==> src/rtl/mem_arb_pkg.sv <==
`default_nettype none
// mem_arb_pkg: shared state/owner types, counter width and the arbitration rule
// used by mem_port_arbiter and its latency counter.
package mem_arb_pkg;

  localparam int CNT_W = 4;

  typedef enum logic [1:0] {
    IDLE = 2'd0,
    BUSY = 2'd1,
    DONE = 2'd2
  } arb_state_t;

  typedef enum logic {
    OWN_IF = 1'b0,
    OWN_DM = 1'b1
  } arb_owner_t;

  // A simultaneous request goes to DM unless DM had the previous grant.
  function automatic arb_owner_t pick_owner(
    input logic       if_req,
    input logic       dm_req,
    input arb_owner_t last
  );
    if (if_req && dm_req) begin
      return (last == OWN_DM) ? OWN_IF : OWN_DM;
    end else if (dm_req) begin
      return OWN_DM;
    end else begin
      return OWN_IF;
    end
  endfunction

endpackage
`default_nettype wire

==> src/rtl/mem_port_arbiter_lat_counter.sv <==
`default_nettype none
// arb_lat_counter: loadable down-counter with a zero flag that paces each
// memory access of mem_port_arbiter.
module arb_lat_counter
  import mem_arb_pkg::*;
(
  input  logic             clk_i,
  input  logic             rst_ni,
  input  logic             load_i,
  input  logic [CNT_W-1:0] load_val_i,
  input  logic             dec_i,
  output logic             zero_o
);

  logic [CNT_W-1:0] cnt_q, cnt_d;

  always_comb begin
    cnt_d = cnt_q;
    if (load_i) begin
      cnt_d = load_val_i;
    end else if (dec_i && (cnt_q != '0)) begin
      cnt_d = cnt_q - 1'b1;
    end
  end

  always_ff @(posedge clk_i or negedge rst_ni) begin
    if (!rst_ni) begin
      cnt_q <= '0;
    end else begin
      cnt_q <= cnt_d;
    end
  end

  assign zero_o = (cnt_q == '0);

endmodule
`default_nettype wire

==> src/rtl/mem_port_arbiter.sv <==
`default_nettype none
// mem_port_arbiter: shares one single-port memory between the fetch and data requesters.
// Optional perf counters (perf_conflicts_o / perf_wait_o) when ARB_PERF_CNT_EN is defined.
module mem_port_arbiter
  import mem_arb_pkg::*;
#(
  parameter int ADDR_W  = 32,
  parameter int DATA_W  = 32,
  parameter int MEM_LAT = 2
) (
  input  logic              clk_i,
  input  logic              rst_ni,
  input  logic              if_req_i,
  input  logic [ADDR_W-1:0] if_addr_i,
  output logic [DATA_W-1:0] if_rdata_o,
  output logic              if_ack_o,
  input  logic              dm_req_i,
  input  logic              dm_we_i,
  input  logic [ADDR_W-1:0] dm_addr_i,
  input  logic [DATA_W-1:0] dm_wdata_i,
  output logic [DATA_W-1:0] dm_rdata_o,
  output logic              dm_ack_o,
  output logic              mem_en_o,
  output logic              mem_we_o,
  output logic [ADDR_W-1:0] mem_addr_o,
  output logic [DATA_W-1:0] mem_wdata_o,
  input  logic [DATA_W-1:0] mem_rdata_i,
  output logic              stall_if_o,
  output logic              stall_all_o
`ifdef ARB_PERF_CNT_EN
  ,
  output logic [15:0]       perf_conflicts_o,
  output logic [15:0]       perf_wait_o
`endif
);

  localparam logic [CNT_W-1:0] LAT_LOAD = CNT_W'(MEM_LAT - 1);

  arb_state_t        state_q, state_d;
  arb_owner_t        owner_q, owner_d;
  arb_owner_t        last_q, last_d;
  logic [ADDR_W-1:0] addr_q, addr_d;
  logic              we_q, we_d;
  logic [DATA_W-1:0] wdata_q, wdata_d;
  logic [DATA_W-1:0] if_rdata_q, if_rdata_d;
  logic [DATA_W-1:0] dm_rdata_q, dm_rdata_d;
  logic              if_ack_q, if_ack_d;
  logic              dm_ack_q, dm_ack_d;

  logic grant;
  logic finish;
  logic cnt_load;
  logic cnt_dec;
  logic cnt_zero;

  arb_lat_counter u_lat_counter (
    .clk_i      (clk_i),
    .rst_ni     (rst_ni),
    .load_i     (cnt_load),
    .load_val_i (LAT_LOAD),
    .dec_i      (cnt_dec),
    .zero_o     (cnt_zero)
  );

  always_ff @(posedge clk_i or negedge rst_ni) begin
    if (!rst_ni) begin
      state_q <= IDLE;
    end else begin
      state_q <= state_d;
    end
  end

  always_comb begin
    state_d = state_q;
    case (state_q)
      IDLE:    if (if_req_i || dm_req_i) state_d = BUSY;
      BUSY:    if (cnt_zero) state_d = DONE;
      DONE:    state_d = IDLE;
      default: state_d = IDLE;
    endcase
  end

  always_comb begin
    grant    = 1'b0;
    finish   = 1'b0;
    cnt_load = 1'b0;
    cnt_dec  = 1'b0;
    mem_en_o = 1'b0;
    mem_we_o = 1'b0;
    case (state_q)
      IDLE: begin
        grant    = if_req_i | dm_req_i;
        cnt_load = grant;
      end
      BUSY: begin
        mem_en_o = 1'b1;
        mem_we_o = we_q;
        cnt_dec  = ~cnt_zero;
        finish   = cnt_zero;
      end
      default: ;
    endcase
  end

  // Access context is latched at grant; the requester may change its inputs afterwards.
  always_comb begin
    owner_d    = owner_q;
    last_d     = last_q;
    addr_d     = addr_q;
    we_d       = we_q;
    wdata_d    = wdata_q;
    if_rdata_d = if_rdata_q;
    dm_rdata_d = dm_rdata_q;
    if_ack_d   = 1'b0;
    dm_ack_d   = 1'b0;
    if (grant) begin
      owner_d = pick_owner(if_req_i, dm_req_i, last_q);
      last_d  = owner_d;
      if (owner_d == OWN_DM) begin
        addr_d  = dm_addr_i;
        we_d    = dm_we_i;
        wdata_d = dm_wdata_i;
      end else begin
        addr_d  = if_addr_i;
        we_d    = 1'b0;
      end
    end
    if (finish) begin
      if (owner_q == OWN_IF) begin
        if_ack_d   = 1'b1;
        if_rdata_d = mem_rdata_i;
      end else begin
        dm_ack_d = 1'b1;
        if (!we_q) dm_rdata_d = mem_rdata_i;
      end
    end
  end

  always_ff @(posedge clk_i or negedge rst_ni) begin
    if (!rst_ni) begin
      owner_q    <= OWN_IF;
      last_q     <= OWN_IF;
      addr_q     <= '0;
      we_q       <= 1'b0;
      wdata_q    <= '0;
      if_rdata_q <= '0;
      dm_rdata_q <= '0;
      if_ack_q   <= 1'b0;
      dm_ack_q   <= 1'b0;
    end else begin
      owner_q    <= owner_d;
      last_q     <= last_d;
      addr_q     <= addr_d;
      we_q       <= we_d;
      wdata_q    <= wdata_d;
      if_rdata_q <= if_rdata_d;
      dm_rdata_q <= dm_rdata_d;
      if_ack_q   <= if_ack_d;
      dm_ack_q   <= dm_ack_d;
    end
  end

  assign mem_addr_o  = addr_q;
  assign mem_wdata_o = wdata_q;
  assign if_rdata_o  = if_rdata_q;
  assign dm_rdata_o  = dm_rdata_q;
  assign if_ack_o    = if_ack_q;
  assign dm_ack_o    = dm_ack_q;
  assign stall_if_o  = if_req_i & ~if_ack_q;
  assign stall_all_o = dm_req_i & ~dm_ack_q;

`ifdef ARB_PERF_CNT_EN
  logic [15:0] perf_conflicts_q, perf_conflicts_d;
  logic [15:0] perf_wait_q, perf_wait_d;

  always_comb begin
    perf_conflicts_d = perf_conflicts_q;
    perf_wait_d      = perf_wait_q;
    if ((state_q == IDLE) && if_req_i && dm_req_i && (perf_conflicts_q != 16'hFFFF)) begin
      perf_conflicts_d = perf_conflicts_q + 16'd1;
    end
    if (stall_if_o && (perf_wait_q != 16'hFFFF)) begin
      perf_wait_d = perf_wait_q + 16'd1;
    end
  end

  always_ff @(posedge clk_i or negedge rst_ni) begin
    if (!rst_ni) begin
      perf_conflicts_q <= 16'd0;
      perf_wait_q      <= 16'd0;
    end else begin
      perf_conflicts_q <= perf_conflicts_d;
      perf_wait_q      <= perf_wait_d;
    end
  end

  assign perf_conflicts_o = perf_conflicts_q;
  assign perf_wait_o      = perf_wait_q;
`endif

endmodule
`default_nettype wire

==> config.mk <==
export PLATFORM = sky130hd
export DESIGN_NAME = mem_port_arbiter
export DESIGN_NICKNAME = d
export VERILOG_FILES = /design/src/rtl/mem_arb_pkg.sv /design/src/rtl/mem_port_arbiter_lat_counter.sv /design/src/rtl/mem_port_arbiter.sv
export SDC_FILE = /design/constraint.sdc
export NUM_CORES = 1
export LEC_CHECK = 0
export ABC_AREA = 1
export CAP_MARGIN = 20
export CORE_ASPECT_RATIO = 0.9
export CORE_MARGIN = 2
export CORE_UTILIZATION = 45
export DETAILED_ROUTE_END_ITERATION = 10
export GPL_ROUTABILITY_DRIVEN = 0
export GPL_TIMING_DRIVEN = 0
export PLACE_DENSITY = 0.94
export RECOVER_POWER = 50
export SYNTH_ARGS = -nofsm -noshare
export SYNTH_HDL_FRONTEND = slang
export SYNTH_SLANG_ARGS = --single-unit
==> constraint.sdc <==
create_clock -name clk_i -period 2.5 [get_ports clk_i]
set_input_delay 0.375 -clock clk_i [delete_from_list [all_inputs] [get_ports clk_i]]
set_output_delay 0.375 -clock clk_i [all_outputs]
set_load 0.1 [all_outputs]
==> results by group <==
Outcome
  • Status: finished clean

Synthesis
  • Cell type with the largest total area after synthesis: dfrtp_1
  • Net Count, Synth: 824
  • Area share of the largest cell type after synthesis: between 50 and 60%
  • Cells after synthesis: 689
  • Share of the yosys chip area belonging to registers: between 50% and 60%
  • Leading cell types by total area after synthesis: dfrtp_1 (57%), nand2_1 (17%), nand4_1 (6.6%), inv_1 (4.6%), o211ai_1 (4.0%)
  • Leading cell type by number of instances after synthesis: nand2_1
  • Total of flip-flops plus latches after synthesis: between 100 and 150
  • Netlist Area Pre-Place: 6043 µm²
  • Number of warnings printed during yosys synthesis: 0
  • Async set-or-reset flop fraction in the synthesized netlist: 100.0%
  • Average size of a mapped cell: between 8 and 9 µm²
  • Count of distinct cell types in the synthesized netlist: 24
  • Ys flop type: dfrtp_1
  • Number of enable flip-flop cells after synthesis: 0
  • List of most frequent post-synthesis cells: nand2_1 (270), dfrtp_1 (138), inv_1 (74), nand4_1 (64), o211ai_1 (32)

Route
  • Number of search-and-repair iterations in the first detailed-routing pass: 5
  • Iteration-0 DRC Markers: 472
  • WL/cell: 16.21 µm
  • Vias per std cell: 5.175
  • Total Wirelength: 18750 µm
  • Antenna Nets Post-Route: 0
  • Remaining routing DRC violations: 0
  • Number of vias in the routed layout: 5988

STA
  • Final critical path time including I/O delays and setup: 2.425 ns
  • Slew at the pin closest to its max-slew limit: 1.317 ns
  • Highest attainable clock frequency: 412.4 MHz
  • Final setup violation count: 0
  • Hold_ws: between 0.4 and 0.5 ns
  • Worst-case clock skew: between 0.008 and 0.009 ns
  • Unrepaired setup endpoints after global routing: false
  • Total Neg Setup Slack: 0 ns
  • Hold Vio Cnt, Final: 0
  • Worst slew margin relative to its limit: 12.23%
  • Number of slew-limit violations in the final report: 0
  • Final cycle utilization of the critical path: 96.99%

Final layout
  • Filler instances: 966
  • Net total in the final layout: 1111
  • Number of inserted diodes: 0
  • Area overhead of the layout relative to synthesis: 57.87%
  • Register area: 3453 µm²
  • Footprint of the multi-input gates: 2003 µm²
  • Layout cell share with drive strength beyond 1: under 10%

Die
  • Die outline height: around 110 µm
  • Row count: 40
  • X dimension of the die: approximately 130 µm
  • Top-level I/O count: 267
  • Die outline area: 14370 µm²
  • Initial core utilization: 45.74%
  • CORE AREA: 13210 µm²

Placed design
  • Detailed placer's ending HPWL: about 14000 µm
  • Number of buffers inserted by port buffering: roughly 270

Global routing
  • Vias in the first global route: between 6000 and 7000
  • Fraction of met3 tracks used by global routing: 7.927%
  • Overall routing resource usage: 26.63%
  • Largest net degree at the start of global routing: just under 90
  • First-pass GRT wire length: 30050 µm
  • Layer with the highest usage: met2
  • Met1 track demand over resource: 32.97%
  • Overflow left after global routing: 0
  • Antenna violations before repair: 0
  • M2 GR Usage: between 40 and 50%

CTS
  • CTS tree: built
  • Root Buffer Master: clkbuf_16
  • # clock sinks: around 140
  • Post-CTS setup repair buffer count: 0
  • Htree depth: 4
  • Maximum buffer depth of the clock tree: 2
  • Number of buffers inserted during clock tree synthesis: 17
  • Clk slew on worst S/H paths: 0.06 ns
  • Clock latency of the later-clocked register in the worst-skew pair: 0.42 ns

Setup path
  • Type of element launching the critical path: input pin
  • Crit path max fanout: 4
  • CP max-delay cell: dlygate4sd2_1
  • Type of the setup path with the least slack: input pin to primary output
  • Peak per-stage delay on the critical path: 0.85 ns
  • Worst endpoint data arrival time: 2.05 ns
  • Cells traversed along the worst timing path: dlygate4sd3_1 > inv_1 > nor2_2 > dlygate4sd2_1
  • Endpoint required time on the critical path: 2.12 ns
  • CP bufs+invs: 3
  • Crit end category: primary output
  • Cell family with most CP delay: buffers and inverters

Run
  • Max_cap viols: 0

Min path
  • Worst min-delay path class: flip-flop to flip-flop
-- logic make-up (layout without fill, tap and decap cells) --
family,count (synthesis),in the layout,synth area share [%]
simple gates,357,357,25.71
flops,138,138,57.14
buf+inv,123,423,9.545
compound gates,68,68,7.039
fa+ha+maj,2,2,0.4140
xor+xnor,1,1,0.1450
-- routing by layer --
metal	wire, µm	part of all wire [%]	vias to the layer above
li1	-	-	2801
met1	7620	41	2858
met2	9197	49	281
met3	1445	7.7	48
met4	490	2.6	0
met5	0	0	-
-- path summary, 6_finish.rpt --
kind	start	endpoint	slack, ns	cells after the start
setup / recovery	if_req_i	stall_if_o	0.08	4
hold / removal	dm_rdata_o[27]	dm_rdata_o[27]	0.47	2
setup reg to reg	u_lat_counter.cnt_q[0]	if_rdata_o[7]	0.51	8
hold reg to reg	dm_rdata_o[27]	dm_rdata_o[27]	0.47	2
max in group asynchronous	rst_ni	mem_addr_o[10]	0.67	3
min in group asynchronous	rst_ni	if_rdata_o[8]	0.79	2
-- state kept, by name (all words and copies together), names as in the netlist --
register             flops
u_lat_counter.cnt_q      4
if_rdata_o              32
state_q                  2
mem_wdata_o             32
we_q                     1
last_q                   1
dm_rdata_o              32
if_ack_o                 1
dm_ack_o                 1
mem_addr_o              32
-- cells in the final DEF, fill, tap and decap left out, types with 3 or more instances in the layout --
master / count
buf_2: 15
buf_4: 11
buf_6: 4
bufinv_16: 4
clkbuf_1: 16
clkbuf_16: 17
clkdlybuf4s50_1: 260
clkinv_2: 5
clkinv_4: 3
dfrtp_1: 138
inv_1: 74
inv_2: 3
nand2_1: 271
nand3_1: 10
nand4_1: 64
nor2_1: 5
nor2_2: 4
o211ai_1: 32
o21ai_0: 27
o21ai_1: 7
-- worst min-delay path, stage by stage (launching register included) --
cell and delay, ns:
dfrtp_1 0.34, nand2_1 0.05, nand2_1 0.05
-- repair_timing --
item                                   in CTS  in global routing
hold buffers                                1                  0
setup endpoints to repair                   4                  1
resized for setup                           6                  1
endpoints found under the hold margin      50                  0
pin swaps                                   0                  0
-- stage by stage --
step                      area (µm²)  instances  util [%]  setup WS (ns)
after floorplan                 6053        689         -         0.4343
after global placement          8926       1123     67.56         -4.390
after detailed placement        8955       1124     67.77        -0.1982
after CTS                       9590       1157     72.59        0.06078
after global routing            9540       1157     72.21        0.03375
final                           9540       1157     72.21        0.07523
-- final cells by class --
type                            count  area share [%]
Sequential cell                   138           36.20
Multi-Input combinational cell    428           21.00
Clock inverter                     12           1.797
Tap cell                          168           2.203
Timing Repair Buffer              268           28.24
Buffer                             46           2.754
Inverter                           77           3.030
Clock buffer                       20           4.787
Power is not shown: default switching activity piles up to over one toggle a cycle in this logic, so the estimate is an artifact.
